### src/rtl/common.sv
// Shared types and constants for the UART transmit path.
package common;

    localparam int UART_DATA_BITS = 8;

    typedef enum logic [1:0] {
        IDLE  = 2'd0,
        START = 2'd1,
        DATA  = 2'd2,
        STOP  = 2'd3
    } uart_tx_state_t;

endpackage

### src/rtl/uart_tx_fifo.sv
// Synchronous FIFO with head data visible combinationally; pushes when full
// and pops when empty are ignored.
module uart_tx_fifo #(
    parameter int DEPTH = 4,
    parameter int WIDTH = 8
) (
    input  logic                     clk,
    input  logic                     reset_n,
    input  logic                     push_i,
    input  logic [WIDTH-1:0]         wdata_i,
    input  logic                     pop_i,
    output logic [WIDTH-1:0]         rdata_o,
    output logic                     full_o,
    output logic                     empty_o,
    output logic [$clog2(DEPTH):0]   count_o
);

    localparam int AW = $clog2(DEPTH);
    localparam logic [AW:0] FULL_CNT = (AW+1)'(DEPTH);

    logic [WIDTH-1:0] mem_q [DEPTH];
    logic [AW-1:0]    wptr_q, rptr_q;
    logic [AW:0]      count_q, count_d;
    logic             push_ok, pop_ok;

    assign full_o  = (count_q == FULL_CNT);
    assign empty_o = (count_q == '0);
    assign count_o = count_q;
    assign rdata_o = mem_q[rptr_q];

    assign push_ok = push_i && !full_o;
    assign pop_ok  = pop_i && !empty_o;

    always_comb begin
        count_d = count_q;
        unique case ({push_ok, pop_ok})
            2'b10:   count_d = count_q + (AW+1)'(1);
            2'b01:   count_d = count_q - (AW+1)'(1);
            default: count_d = count_q;
        endcase
    end

    // Storage carries no reset; only pointers and count define occupancy.
    always_ff @(posedge clk) begin
        if (push_ok) begin
            mem_q[wptr_q] <= wdata_i;
        end
    end

    always_ff @(posedge clk or negedge reset_n) begin
        if (!reset_n) begin
            wptr_q  <= '0;
            rptr_q  <= '0;
            count_q <= '0;
        end else begin
            if (push_ok) begin
                wptr_q <= wptr_q + AW'(1);
            end
            if (pop_ok) begin
                rptr_q <= rptr_q + AW'(1);
            end
            count_q <= count_d;
        end
    end

endmodule

### src/rtl/uart_tx.sv
// 8N1 UART transmitter: FIFO-buffered bytes serialised LSB first on io_tx,
// frames sent back-to-back while the FIFO has data.
module uart_tx
    import common::*;
#(
    parameter int CLKS_PER_BIT = 868,
    parameter int FIFO_DEPTH   = 4
) (
    input  logic                          clk,
    input  logic                          reset_n,
    input  logic [UART_DATA_BITS-1:0]     tx_data,
    input  logic                          tx_valid,
    output logic                          tx_ready,
    output logic                          io_tx,
    output logic                          tx_busy,
    output logic [$clog2(FIFO_DEPTH):0]   fifo_count
);

    localparam int CW = $clog2(CLKS_PER_BIT);
    localparam int IW = $clog2(UART_DATA_BITS);
    localparam logic [CW-1:0] CNT_LAST = CW'(CLKS_PER_BIT - 1);
    localparam logic [IW-1:0] IDX_LAST = IW'(UART_DATA_BITS - 1);

    uart_tx_state_t            state_q, state_d;
    logic [CW-1:0]             cnt_q, cnt_d;
    logic [IW-1:0]             idx_q, idx_d;
    logic [UART_DATA_BITS-1:0] shift_q, shift_d;
    logic                      io_tx_q, io_tx_d;
    logic                      busy_q;

    logic                      push, pop, bit_end;
    logic                      fifo_full, fifo_empty;
    logic [UART_DATA_BITS-1:0] fifo_rdata;

    assign tx_ready = !fifo_full;
    assign push     = tx_valid && tx_ready;
    assign bit_end  = (cnt_q == CNT_LAST);
    assign io_tx    = io_tx_q;
    assign tx_busy  = busy_q;

    uart_tx_fifo #(
        .DEPTH (FIFO_DEPTH),
        .WIDTH (UART_DATA_BITS)
    ) u_fifo (
        .clk     (clk),
        .reset_n (reset_n),
        .push_i  (push),
        .wdata_i (tx_data),
        .pop_i   (pop),
        .rdata_o (fifo_rdata),
        .full_o  (fifo_full),
        .empty_o (fifo_empty),
        .count_o (fifo_count)
    );

    always_comb begin
        state_d = state_q;
        cnt_d   = cnt_q;
        idx_d   = idx_q;
        shift_d = shift_q;
        pop     = 1'b0;

        if (state_q != IDLE) begin
            cnt_d = bit_end ? '0 : cnt_q + CW'(1);
        end

        unique case (state_q)
            IDLE: begin
                if (!fifo_empty) begin
                    pop     = 1'b1;
                    shift_d = fifo_rdata;
                    cnt_d   = '0;
                    state_d = START;
                end
            end
            START: begin
                if (bit_end) begin
                    idx_d   = '0;
                    state_d = DATA;
                end
            end
            DATA: begin
                if (bit_end) begin
                    shift_d = shift_q >> 1;
                    if (idx_q == IDX_LAST) begin
                        state_d = STOP;
                    end else begin
                        idx_d = idx_q + IW'(1);
                    end
                end
            end
            STOP: begin
                // Chain straight into the next start bit so frames abut.
                if (bit_end) begin
                    if (!fifo_empty) begin
                        pop     = 1'b1;
                        shift_d = fifo_rdata;
                        state_d = START;
                    end else begin
                        state_d = IDLE;
                    end
                end
            end
            default: state_d = IDLE;
        endcase

        // Line level is derived from next state so io_tx can be a flop.
        unique case (state_d)
            START:   io_tx_d = 1'b0;
            DATA:    io_tx_d = shift_d[0];
            default: io_tx_d = 1'b1;
        endcase
    end

    always_ff @(posedge clk or negedge reset_n) begin
        if (!reset_n) begin
            state_q <= IDLE;
            cnt_q   <= '0;
            idx_q   <= '0;
            shift_q <= '0;
            io_tx_q <= 1'b1;
            busy_q  <= 1'b0;
        end else begin
            state_q <= state_d;
            cnt_q   <= cnt_d;
            idx_q   <= idx_d;
            shift_q <= shift_d;
            io_tx_q <= io_tx_d;
            // IDLE with data pops immediately, so "not IDLE" covers both
            // a frame in flight and a queued byte.
            busy_q  <= (state_d != IDLE);
        end
    end

endmodule
### config.mk
export PLATFORM = sky130hd
export DESIGN_NAME = uart_tx
export DESIGN_NICKNAME = d
export VERILOG_FILES = /design/src/rtl/common.sv /design/src/rtl/uart_tx_fifo.sv /design/src/rtl/uart_tx.sv
export SDC_FILE = /design/constraint.sdc
export NUM_CORES = 1
export LEC_CHECK = 0
export CORE_MARGIN = 4
export CORE_UTILIZATION = 53
export DETAILED_ROUTE_END_ITERATION = 10
export PLACE_DENSITY = 0.73
export SLEW_MARGIN = 20
export SYNTH_ARGS = -nofsm -noshare
export SYNTH_HDL_FRONTEND = slang
export SYNTH_SLANG_ARGS = --single-unit
### constraint.sdc
create_clock -name clk -period 3.4 [get_ports clk]
set_input_delay 0.68 -clock clk [delete_from_list [all_inputs] [get_ports clk]]
set_output_delay 0.68 -clock clk [all_outputs]
set_load 0.05 [all_outputs]
==> summary.md <==
| Metric | Value |
|---|---|
| Post-DP Area | `3330 um2` |
| Fill count | `444` |
| Depth of the CTS H-tree | `3` |
| # diodes | `0` |
| WP data required | `3.67 ns` |
| Port Buffer Count | `16` |
| Gate Count Post-Synth | `239` |
| Hold/Removal Path Class | `reg -> reg` |
| FP Rows | `27` |
| 1st-iter DRT viols | `178` |
| Register Area | `1760 um2` |
| Max IR drop VDD | `0.400 mV` |
| Total CTS buffers | `9` |
| Critical Path AT | `3.18 ns` |
| Fin nets | `286` |
| Routed WL | `5.50 mm` |
| Core area | `5610 um2` |
| MaxCap Viol Count | `0` |
| Clock Path Buffers | `2` |
| Minimum clock period | `2.91 ns` |
| Critical Path Start Type | `flip-flop` |
| Clk root buf | `clkbuf_8` |
| Kind of critical path | `reg -> reg` |
| IO Pins | `17` |
| Clock Latency Late Sink | `0.34 ns` |
| Final hold vios | `0` |
| CTS resizes | `0` |
| Top FF cell, synth | `edfxtp_1` |
| First-pass GRT wire length | `9.83 mm` |
| Largest net degree at the start of global routing | `33` |
| Yosys reg bits | `64` |
| Post-DP HPWL | `3.77 mm` |
| Die X | `84.7 um` |
| Drt pass-1 iters | `4` |
| Post-CTS Hold Buffers | `0` |
| Initial Util | `0.557` |
| Multi-input logic area | `1270 um2` |
| Setup crit end kind | `flip-flop` |
| Worst Path Max Fanout | `16` |
| Post-Layout Inst Area | `3550 um2` |
| Syn_area_per_cell | `13.1 um2` |
| Mapped Area | `3120 um2` |
| Setup TNS | `0 ns` |
| Syn Nets | `264` |
| Async S/R FF share, synth | `0.500` |
| Final Max Tran Viols | `0` |
| Fmax | `343 MHz` |
| EDFF count, synth | `32` |
| Clk_skew | `0.00723 ns` |
| CTS tree | `done` |
| Vias in the first global route | `1973` |
| Global Route Usage Sum | `0.175` |
| P_leak | `1.37 nW` |
| Via density | `5.81` |
| Clock sinks | `64` |
| Post-CTS setup buffers | `0` |
| RSZ-0062 raised after global routing | `false` |
| Status | `finished, final reports clean` |
| Slew headroom | `0.558` |
| Ys Warns | `0` |
| Finished Core Util | `0.633` |
| Antenna Nets Post-Route | `0` |
| Area delta synth->final | `13.7%` |
| GPL Wtd Cong | `0.771` |
| Clock-pin slew on the worst setup and hold paths | `0.08 ns` |
| Final setup fails | `0` |
| Period utilization | `0.857` |
| Wire length per cell | `16.3 um` |
| Antenna violations before repair | `0` |
| Die height | `84.7 um` |
| Synth cell types | `47` |
| PwrDens | `595 nW/um2` |
| Grt ovf | `0` |
| Slew @ Worst Pin | `0.663 ns` |
| # DRC | `0` |
| Layout cell share with drive strength beyond 1 | `0.150` |
| Die area | `7180 um2` |
| DR vias | `1964` |
| Seq/Total Area, Yosys | `0.565` |
kinds of logic after synthesis:
kind of cell / Yosys count / synth area share
adder cells (fa/ha/maj): 14 / 0.0585
multiplexers: 16 / 0.0834
flip-flops: 64 / 0.565
XOR/XNOR: 8 / 0.0224
AO/OA/AOI/OAI: 53 / 0.131
buffers and inverters: 16 / 0.0289
AND/OR/NAND/NOR: 68 / 0.111
sequential cells by signal, indices dropped and copies added (netlist names):
signal and cells:
io_tx 1, u_fifo.wptr_q 2, u_fifo.count_o 3, u_fifo.rptr_q 2
u_fifo.mem_q 32, state_q 2, cnt_q 10, tx_busy 1
idx_q 3, shift_q 8
placed cells by master, fill, tap and decap left out, types with 6 or more instances in the layout:
cell type,n
and3_1,6
clkbuf_8,9
o21ai_0,23
nor3_1,6
nand2_1,21
edfxtp_1,32
a22o_1,12
nand3_1,12
mux2i_1,8
nor2_1,11
inv_1,9
clkdlybuf4s50_1,16
dfrtp_1,31
mux4_2,8
ha_1,13
power breakdown:
group	switching [mW]	internal, mW	total, mW	leakage (nW)
clock	0.305	0.413	0.719	0.110
combinational	0.256	0.155	0.411	0.581
sequential	0.0528	0.930	0.983	0.682
total	0.614	1.50	2.11	1.37
through the flow:
step	power, mW	hold slack, ns	setup WS, ns	std cells
after floorplan	1.28	0.384	0.647	239
after global routing	2.23	0.529	0.265	338
after detailed placement	1.41	0.500	0.493	322
after global placement	1.40	0.502	0.592	322
final	2.11	0.506	0.488	338
after CTS	2.13	0.510	0.492	338
synth_stat cells, drive strengths merged (4+ instances only):
| library cell | instances | share of area |
|---|---|---|
| a22o | 12 | 0.034 |
| and3 | 6 | 0.012 |
| buf | 4 | 0.011 |
| dfrtp | 31 | 0.25 |
| edfxtp | 32 | 0.31 |
| ha | 13 | 0.052 |
| inv | 9 | 0.011 |
| mux2i | 8 | 0.026 |
| mux4 | 8 | 0.058 |
| nand2 | 21 | 0.025 |
| nand3 | 12 | 0.019 |
| nor2 | 12 | 0.015 |
| nor3 | 6 | 0.0096 |
| o21ai | 23 | 0.037 |
| xnor2 | 5 | 0.014 |
layer usage:
layer  share of wire  GRT usage
met5               0          0
met4           0.011     0.0691
met3           0.056     0.0608
met2            0.48      0.261
met1            0.46      0.236
cell type report:
class / instances / area share
Clock inverter: 7 / 0.0268
Multi-Input combinational cell: 159 / 0.357
Inverter: 9 / 0.00952
Timing Repair Buffer: 18 / 0.0493
Sequential cell: 64 / 0.497
Clock buffer: 9 / 0.0349
Tap cell: 72 / 0.0254
final timing paths:
path	from	end	slack [ns]	depth (start not counted)
min in group asynchronous	reset_n	idx_q[0]	0.74	2
max	state_q[1]	u_fifo.count_o[2]	0.49	10
max in group asynchronous	reset_n	io_tx	2.33	2
max reg2reg	state_q[1]	u_fifo.count_o[2]	0.49	10
min	cnt_q[9]	cnt_q[9]	0.51	1
min reg2reg	cnt_q[9]	cnt_q[9]	0.51	1
worst max-delay path, stage by stage (launching register included):
cell and delay (ns):
dfrtp_1 0.48, inv_1 0.14, ha_1 0.53, a41oi_2 0.19, nor3_1 0.42, ha_1 0.26, inv_1 0.06, fa_1 0.37
xor2_1 0.15, nor2_1 0.11, xor2_1 0.15
Power figures use the tool's default switching activity.
